## config.mk

```make
export PLATFORM = sky130hd
export DESIGN_NAME = base_acredit_src
export DESIGN_NICKNAME = d
export VERILOG_FILES = /design/src/rtl/base_acredit_cnt.sv /design/src/rtl/base_vlat.sv /design/src/rtl/base_acredit_src.sv
export SDC_FILE = /design/constraint.sdc
export NUM_CORES = 1
export LEC_CHECK = 0
export CAP_MARGIN = 20
export CORE_MARGIN = 2
export CORE_UTILIZATION = 27
export CTS_BUF_LIST = sky130_fd_sc_hd__clkbuf_16
export CTS_CLUSTER_SIZE = 30
export DETAILED_ROUTE_END_ITERATION = 10
export GPL_TIMING_DRIVEN = 0
export SLEW_MARGIN = 20
export SYNTH_ARGS = -nofsm -noshare
export SYNTH_HDL_FRONTEND = slang
export SYNTH_SLANG_ARGS = --single-unit
```

## constraint.sdc

```tcl
create_clock -name clk -period 3.4 [get_ports clk]
set_clock_uncertainty 0.15 [all_clocks]
set_input_delay 0.68 -clock clk [delete_from_list [all_inputs] [get_ports clk]]
set_output_delay 0.68 -clock clk [all_outputs]
set_load 0.05 [all_outputs]
```

## src/rtl/base_acredit_cnt.sv

```systemverilog
// Up/down credit counter that saturates at credits and resets full.
// ovf flags a return arriving while already full with nothing consumed.
module base_acredit_cnt #(
    parameter int credits   = 8,
    parameter int cnt_width = $clog2(credits + 1)
) (
    input  logic                 clk,
    input  logic                 reset,
    input  logic                 dec,
    input  logic                 inc,
    output logic [cnt_width-1:0] cnt,
    output logic                 nz,
    output logic                 full,
    output logic                 ovf
);

    localparam logic [cnt_width-1:0] max_cnt = cnt_width'(credits);

    logic [cnt_width-1:0] cnt_next;

    assign nz   = (cnt != '0);
    assign full = (cnt == max_cnt);
    assign ovf  = inc & ~dec & full;

    always_comb begin
        cnt_next = cnt;
        if (inc && !dec && !full) begin
            cnt_next = cnt + 1'b1;
        end else if (dec && !inc && nz) begin
            cnt_next = cnt - 1'b1;
        end
    end

    always_ff @(posedge clk or negedge reset) begin
        if (!reset) begin
            cnt <= max_cnt;
        end else begin
            cnt <= cnt_next;
        end
    end

endmodule

```

## src/rtl/base_vlat.sv

```systemverilog
// Plain register stage with asynchronous active-low clear.
// Used as the link output register that holds {valid, data}.
module base_vlat #(
    parameter int width = 1
) (
    input  logic             clk,
    input  logic             reset,
    input  logic [width-1:0] d,
    output logic [width-1:0] q
);

    always_ff @(posedge clk or negedge reset) begin
        if (!reset) begin
            q <= '0;
        end else begin
            q <= d;
        end
    end

endmodule

```

## src/rtl/base_acredit_src.sv

```systemverilog
// Credit-based link transmitter: forwards ready/valid beats onto a
// non-backpressured valid/data link while credits remain.
module base_acredit_src #(
    parameter int credits   = 8,
    parameter int cnt_width = $clog2(credits + 1),
    parameter int width     = 8
) (
    input  logic             clk,
    input  logic             reset,
    input  logic             i_v,
    output logic             i_r,
    input  logic [0:width-1] i_d,
    output logic             o_v,
    output logic [0:width-1] o_d,
    input  logic             o_c,
    output logic             idle,
    output logic             err
);

    logic [cnt_width-1:0] cnt;
    logic                 nz;
    logic                 full;
    logic                 ovf;
    logic                 send;
    logic [width:0]       out_d;
    logic [width:0]       out_q;
    logic                 unused_cnt;

    base_acredit_cnt #(
        .credits  (credits),
        .cnt_width(cnt_width)
    ) u_cnt (
        .clk  (clk),
        .reset(reset),
        .dec  (send),
        .inc  (o_c),
        .cnt  (cnt),
        .nz   (nz),
        .full (full),
        .ovf  (ovf)
    );

    assign unused_cnt = ^cnt;

    // i_r comes only from the registered count, so o_c cannot reach it same-cycle.
    assign i_r  = nz;
    assign send = i_v & nz;

    // Data bits hold their last value when no beat is taken.
    assign out_d = {send, send ? i_d : o_d};

    base_vlat #(
        .width(width + 1)
    ) u_out (
        .clk  (clk),
        .reset(reset),
        .d    (out_d),
        .q    (out_q)
    );

    assign o_v  = out_q[width];
    assign o_d  = out_q[width-1:0];
    assign idle = full & ~o_v;

    always_ff @(posedge clk or negedge reset) begin
        if (!reset) begin
            err <= 1'b0;
        end else if (ovf) begin
            err <= 1'b1;
        end
    end

endmodule

```

==> impl_summary.md, run 1 <==
Setup path
The required time at the endpoint of the critical path is 2570 ps. STA classifies the critical path startpoint as a flip-flop. Along the worst path, the maximum fanout reaches 7. In this design, the stage delay of the slowest critical-path cell is 820 ps. The kind of end point of the critical path is a primary output. The signal on the critical path passes through nor3_4 -> nand2_1 -> nor2_1 -> clkdlybuf4s50_1. The cell type of the slowest stage on the worst timing path is clkdlybuf4s50_1. Data arrives at the worst endpoint at 2130 ps. The buffering stage count on the worst path with inverters included is 1. The kind of cell with the highest combined delay on the critical path is buffers and inverters. The setup path with the least slack is of type reg2out.

Clock network
Clock-pin slew was measured on the worst setup and hold paths at 40 ps. TritonCTS built the clock tree. Clock tree synthesis found a total of 14 sinks. The maximum clock path buffer count is 2. The buffers inserted during post-CTS setup optimization is 0. The root buffer selected by CTS is clkbuf_16.

The total CTS buffers is 3. The number of hold buffers added after cts is 0. In this run, post-CTS repair resized a total of 0 instances.

The clock reaches the later pin of the worst-skew pair after 240 ps. CTS built an H-tree with a depth of 1.

Die
The die footprint is 3243 sq um. The height of the die is 56.95 um. The placement row count is 19.

The initial standard-cell utilization of the core is 0.2793. The die is 56.95 um wide. The floorplan core area is 2710 sq um. Pin placement for this block handled 24 I/O pins.

Synth
Counting instances in the post-synthesis netlist gives the leading cell types as 13 x dfrtp_1, 8 x mux2_2, 5 x nand2_1, 4 x a21oi_1. The total of warnings raised by yosys is 0. When the netlist entered floorplanning its net count stood at 77. The synthesized design contains 14 register bits.

The synthesized instance count is 62. The prevailing post-synth register cell is dfrtp_1. The mean cell area of the mapped netlist is 12.21 sq um.

The share of the Yosys chip area taken by registers is 0.4645. In the synthesized netlist the async set-or-reset flop fraction comes to 1.000. The unique cell type count in the Yosys netlist is 33. The combined area of all synthesized cells is 757.0 sq um.

Of the post-synthesis cell area, the dominant cell type holds 0.4298. The count of flip-flops with a built-in enable after synthesis is 0. The largest total area in the synthesized netlist belongs to dfrtp_1.

The leading cell type by number of instances after synthesis is dfrtp_1. Yosys attributes the largest share of cell area to dfrtp_1 43%, mux2_2 12%, dfstp_2 3.5%, ha_1 3.3%, a21oi_1 2.6%.

Layout
From synthesis to final layout, the design area changed by 44.63%. The number of inserted filler cells in the final layout is 271. The repair_antennas step left the layout with diodes totalling 0. Of the cells placed in the final design, the portion with a size suffix greater than 1 is 0.2386. The final layout contains 104 nets.

Timing
Setup repair after global routing left no endpoint under its margin. The time the final worst path needs with I/O delays and setup is 2955 ps. The transition time at the pin with the least slew margin is 585.5 ps.

The achievable frequency is 338.4 MHz. The final hold violation count is 0. The worst setup slack after layout is 444.5 ps. Dividing the final minimum period by the clock period gives 0.8693. The number of pins with negative max-slew slack in the final report is 0. The number of endpoints failing setup at the final stage is 0. Headroom to the max-slew limit came out at 0.6084.

Setup total negative slack on the finished layout was measured at 0 ps.

Place
Port buffering added 22 buffers. The detailed placer's ending HPWL is 1.232 mm. The routability congestion estimate is 0.7623. The minimum setup slack after placement is 515.1 ps.

Power and ir drop
The highest ir drop seen on vdd is 0.0003737 V. The static leakage is 0.4411 nW. For this design the ratio of total power to cell area is 917.2 nW/um^2.

Route
After the first detailed-routing iteration, the DRC count stood at 8. In the routed design, unresolved DRC markers number 0. Detailed routing inserted a total of 604 vias.

The routed length per placed instance is 13.44 um. The length of the first detailed-routing pass in iterations is 4. The via density per instance is 5.076. In this run the remaining antenna-violating nets after routing total 0. After detailed routing, the total wire length is 1.599 mm.

Global route
In the global route stage, overall resource usage came out at 0.1100. The first global-routing pass estimated 2.760 mm of wire. For this run the aggregate overflow at the end of global routing stands at 0.

The largest net degree at the start of global routing is 15. The number of global-route vias before repair is 655. The number of antenna violations at the first check in global routing was 0.

Hold path
The class of the tightest hold or removal check is reg2reg.

Flow run
Max-cap violations in this run came to 0.

Run status
The flow ran to the end, and the final reports show no timing, DRC or antenna violations.
==> worst paths after layout <==
kind	startpoint	to	slack [ps]	cells past startpoint
max	u_cnt.cnt[0]$_DFFE_PN0P_	idle	440	4
min	err$_DFFE_PN0P_	err$_DFFE_PN0P_	320	1
max reg2reg	u_cnt.cnt[0]$_DFFE_PN0P_	u_cnt.cnt[2]$_DFFE_PN0P_	790	7
min reg2reg	err$_DFFE_PN0P_	err$_DFFE_PN0P_	320	1
max in group asynchronous	reset	u_out.q[8]$_DFF_PN0_	2060	1
min in group asynchronous	reset	u_out.q[7]$_DFFE_PN0P_	660	1
==> through the flow <==
stage	cell area [sq um]	util	instances	power (W)	hold slack, ps
2_1_floorplan	757.0	-	62	0.0006471	234.4
3_3_place_gp	1016	0.3749	115	0.0007800	307.8
3_5_place_dp	1016	0.3749	115	0.0007892	310.2
4_1_cts	1095	0.4040	119	0.001018	320.2
5_1_grt	1095	0.4040	119	0.001072	352.3
6_report	1095	0.4040	119	0.001004	322.0
==> worst register-to-register path, cell delays in order (launching register included) <==
cell and delay (ps):
dfrtp_1 490, or4_4 530, o21ai_2 100, nand2_1 130
fa_1 400, xor2_1 180, a22o_2 220, a221o_1 290
==> metal layers <==
| layer | track usage | wire length [um] | up-vias |
|---|---|---|---|
| met2 | 0.1773 | 710 | 24 |
| met3 | 0.05896 | 176 | 3 |
| met5 | 0 | 0 | - |
| li1 | - | - | 286 |
| met4 | 0.05980 | 37 | 0 |
| met1 | 0.1151 | 675 | 291 |
==> kinds of logic (layout without fill, tap and decap cells) <==
kind of cell / after synthesis / in the layout / share of synthesized area
buffers and inverters: 4 / 30 / 0.02975
xor gates and xnor gates: 2 / 2 / 0.02314
adders and majority gates: 3 / 3 / 0.05950
muxes: 9 / 9 / 0.1322
DFF: 14 / 14 / 0.4645
and+or+nand+nor: 14 / 14 / 0.1124
AOI/OAI and AO/OA: 16 / 16 / 0.1785
==> cell usage in the layout (no fill, tap or decap) <==
cell / netlist / final
clkdlybuf4s50_1: 0 / 22
dfrtp_1: 13 / 13
mux2_2: 8 / 8
nand2_1: 5 / 5
a21oi_1: 4 / 4
clkbuf_16: 0 / 3
nor2_1: 2 / 2
o211ai_1: 2 / 2
ha_1: 2 / 2
inv_1: 1 / 1
nor3_4: 1 / 1
buf_4: 1 / 1
inv_2: 1 / 1
a21oi_4: 1 / 1
clkbuf_4: 1 / 1
or4_4: 1 / 1
o21ai_2: 1 / 1
xor2_1: 1 / 1
nor3_1: 1 / 1
nand2b_1: 1 / 1
o21bai_1: 1 / 1
a22o_2: 1 / 1
or2b_1: 1 / 1
a221o_1: 1 / 1
a221oi_1: 1 / 1
a31oi_1: 1 / 1
a41o_1: 1 / 1
nand3_1: 1 / 1
mux2i_1: 1 / 1
or4_1: 1 / 1
o32a_1: 1 / 1
o211ai_2: 1 / 1
xnor2_1: 1 / 1
fa_1: 1 / 1
clkinv_1: 0 / 1
dfstp_2: 1 / 1
==> power by group <==
part           internal (W)  total [W]  switching, W  leakage, nW
Clock              0.000155   0.000219     0.0000640       0.0385
Sequential         0.000228   0.000303     0.0000750        0.162
Combinational      0.000204   0.000482      0.000278        0.241
==> registers in the layout, summed over array words and instances, names as in the netlist <==
| register | flops |
|---|---|
| u_out.q | 9 |
| u_cnt.cnt | 4 |
| err | 1 |
==> cell type report <==
cell class / count / area (sq um) / area share
Inverter: 2 / 7.507 / 0.006857
Timing Repair Buffer: 22 / 220.2 / 0.2011
Tap cell: 31 / 38.79 / 0.03543
Buffer: 2 / 15.01 / 0.01371
Clock buffer: 3 / 75.07 / 0.06857
Clock inverter: 1 / 3.754 / 0.003429
Multi-Input combinational cell: 44 / 382.9 / 0.3497
Sequential cell: 14 / 351.6 / 0.3211
(Power assumes the default switching activity.)
==> run 2: changes to the inputs <==
--- a/config.mk
+++ b/config.mk
@@ -7,11 +7,12 @@
 export LEC_CHECK = 0
 export CAP_MARGIN = 20
 export CORE_MARGIN = 2
-export CORE_UTILIZATION = 27
+export CORE_UTILIZATION = 44
 export CTS_BUF_LIST = sky130_fd_sc_hd__clkbuf_16
 export CTS_CLUSTER_SIZE = 30
 export DETAILED_ROUTE_END_ITERATION = 10
 export GPL_TIMING_DRIVEN = 0
+export PLACE_DENSITY = 0.76
 export SLEW_MARGIN = 20
 export SYNTH_ARGS = -nofsm -noshare
 export SYNTH_HDL_FRONTEND = slang
==> impl_summary.md, run 2 (synthesized netlist as in run 1, its figures left out) <==
Clock network
The total CTS buffers was 3 (unchanged). The CTS tree is built. The maximum clock path buffer count is 2 (unchanged).

The buffers inserted during post-CTS setup optimization is 0 (unchanged). The clock network latency to the later pin of the worst-skew pair came to 240 ps (about the same). The number of hold buffers added after cts came to 0 (unchanged). The root buffer selected by CTS is clkbuf_16. The H-tree depth reported by CTS came to 1 (unchanged). The clock transition at the register clock pins on the worst setup and hold paths after CTS is 50 ps (about the same).

The total number of clock tree sinks is 14 (unchanged). The count of instances resized after the clock tree is built is 0 (unchanged).

Place
The detailed placer's ending HPWL is 1.123 mm (-8.8%). The routability congestion estimate is 0.8013 (+5.1%). The number of instances in the placed design came to 100 (-13%). The number of buffers added on ports came to 22 (unchanged).

Power and ir drop
The static leakage is 0.4411 nW (unchanged). The power density over cell area came to 931.3 nW/um^2 (+1.5%). The highest ir drop seen on vdd was 0.0005184 V (+39%).

Route
The via density per instance is 5.740 (+13%). The routed length per placed instance is 15.02 um (+12%). The routed length on met2 was 773 um (+8.9%). The number of vias after detailed routing is 597 (-1.2%). The post-detailed-routing wire length was 1.562 mm (-2.3%).

The DRC violations left was 0 (unchanged). The length of the first detailed-routing pass in iterations is 4 (unchanged). After detailed routing, no signal wire sits above met4. The sum of routed wire segments on met1 is 673 um (-0.30%). The antenna violation net count after detailed routing is 0 (unchanged).

The DRC violation total after the first TritonRoute iteration is 2 (-6). The sum of met3 wire segment lengths after detailed routing is 101 um (-43%).

Layout
The utilization of the core after routing is 0.6902 (+0.2862). The library cell used most frequently in the layout, excluding fill and tap cells, is clkdlybuf4s50_1. The largest registers in the layout are u_out.q: 9 flops, u_cnt.cnt: 4 flops, err: 1 flops.

The final cell count without fillers is 104 (-13%). The fraction of final layout cells with drive strength greater than 1 was 0.2386 (unchanged). The library cells used most frequently in the layout, excluding fill and tap cells, are 22 x clkdlybuf4s50_1, 13 x dfrtp_1, 8 x mux2_2. The number of nets in the finished design is 104 (unchanged). The number of flip-flops in the largest register was 9 (unchanged). The antenna cell count is 0 (unchanged).

The register with the highest flop count is u_out.q. The number of inserted filler cells in the final layout is 107 (-61%). The area growth from synthesis to layout is 42.15%.

Global route
The number of antenna violations at the first check in global routing is 0 (unchanged). The number of global-route vias before repair was 674 (+2.9%). The final global-route overflow total came to 0 (unchanged). The total routing usage reported by global routing came to 0.1980 (+0.08800). The first-pass GRT wire length came to 2.863 mm (+3.7%). The largest net degree at the start of global routing is 15 (unchanged).

Setup path
The critical path is of the reg2out type. STA classifies the critical path endpoint as a primary output. The required time at the endpoint of the critical path came to 2570 ps (about the same). The critical-path maximum fanout is 7 (unchanged). STA classifies the critical path startpoint as a flip-flop.

The arrival time of the worst setup path is 2120 ps (about the same).

Die
The height of the die is 45.48 um (-20%). The die span in x is 45.48 um (-20%). The floorplan core area is 1559 sq um (-42%). The count of pins on the block boundary is 24 (unchanged). The placement row count is 14 (-5). The die footprint is 2068 sq um (-36%). The initial standard-cell utilization of the core is 0.4856 (+0.2062).

Timing
The remaining max-slew budget at the tightest pin was 0.5968 (-0.01158). The transition time at the pin with the least slew margin is 602.9 ps (+17.31 ps). The total negative slack for setup checks came to 0 ps (unchanged). The achievable frequency is 338.5 MHz (about the same). The number of pins with negative max-slew slack in the final report is 0 (unchanged). The final hold slack is 332.1 ps (+10.18 ps). The number of endpoints failing setup at the final stage is 0 (unchanged). Setup repair after global routing left no endpoint under its margin. The time the final worst path needs with I/O delays and setup is 2954 ps (-1.667 ps). The period utilization is 0.8688 (about the same). The final hold violation count was 0 (unchanged).

Flow run
The max-cap check violation count is 0 (unchanged).

Hold path
The worst hold path belongs to the class reg2reg.

Run status
The flow ran to the end, and the final reports show no timing, DRC or antenna violations.
==> run 2: cell counts in the layout (fill, tap and decap cells not counted) <==
Identical to the previous run, type by type.
==> run 2: critical path, stage by stage, from the launching register on <==
cell and delay [ps]:
dfrtp_1 490, nor3_4 380, nand2_1 100, nor2_1 90
clkdlybuf4s50_1 820
==> run 2: where the power goes <==
group | internal (W) | switching, W | total [W]
Combinational | 0.000204 | 0.000275 | 0.000479
Clock | 0.000155 | 0.0000639 | 0.000219
Sequential | 0.000228 | 0.0000760 | 0.000304
==> run 2: final timing paths <==
kind / from / endpoint / slack (ps) / depth (start not counted)
worst max-delay path: u_cnt.cnt[0]$_DFFE_PN0P_ / idle / 450 / 4
worst min-delay path: err$_DFFE_PN0P_ / err$_DFFE_PN0P_ / 330 / 1
worst max register to register: u_cnt.cnt[0]$_DFFE_PN0P_ / u_cnt.cnt[2]$_DFFE_PN0P_ / 790 / 7
worst min register to register: err$_DFFE_PN0P_ / err$_DFFE_PN0P_ / 330 / 1
max in group asynchronous: reset / u_out.q[7]$_DFFE_PN0P_ / 2040 / 1
min in group asynchronous: reset / u_cnt.cnt[0]$_DFFE_PN0P_ / 670 / 1
==> run 2: routing by layer <==
layer	up-vias	GRT usage
li1	287	-
met1	287	0.2359
met2	21	0.3183
met3	2	0.06746
met4	0	0.09412
met5	-	0
==> run 2: final cells by class <==
cell class | count | area, sq um | share of cell area
timing repair buffer | 22 | 220.2 | 0.2047
buffer | 2 | 15.01 | 0.01395
tap | 16 | 20.02 | 0.01860
clock inverter | 1 | 3.754 | 0.003488
sequential | 14 | 351.6 | 0.3267
multi-input combinational | 44 | 382.9 | 0.3558
clock buffer | 3 | 75.07 | 0.06977
inverter | 2 | 7.507 | 0.006977
==> run 2: metrics by stage <==
step           cell area (sq um)  setup slack, ps   power, W
5_1_grt                     1076            334.6   0.001076
3_5_place_dp               997.2            560.5  0.0007844
4_1_cts                     1076            430.0   0.001012
6_report                    1076            446.2   0.001002
2_1_floorplan              757.0            784.3  0.0006471
3_3_place_gp               997.2            590.5  0.0007733
==> run 3: changes to the inputs <==
==> constraint.sdc (replaced) <==
create_clock -name clk -period 3.1 [get_ports clk]
set_clock_uncertainty 0.15 [all_clocks]
set_input_delay 0.62 -clock clk [delete_from_list [all_inputs] [get_ports clk]]
set_output_delay 0.62 -clock clk [all_outputs]
set_load 0.05 [all_outputs]
==> results of run 3 <==
The final DEF is identical to that of run 2. Status: finished, final reports clean.
Main changes from that run: setup slack after placement 560.5 ps -> 320.5 ps; setup slack after layout 446.2 ps -> 206.2 ps; register-to-register setup slack 790 ps -> 490 ps; total power 0.001002 W -> 0.001099 W; worst IR drop on VDD 0.0005184 V -> 0.0005686 V
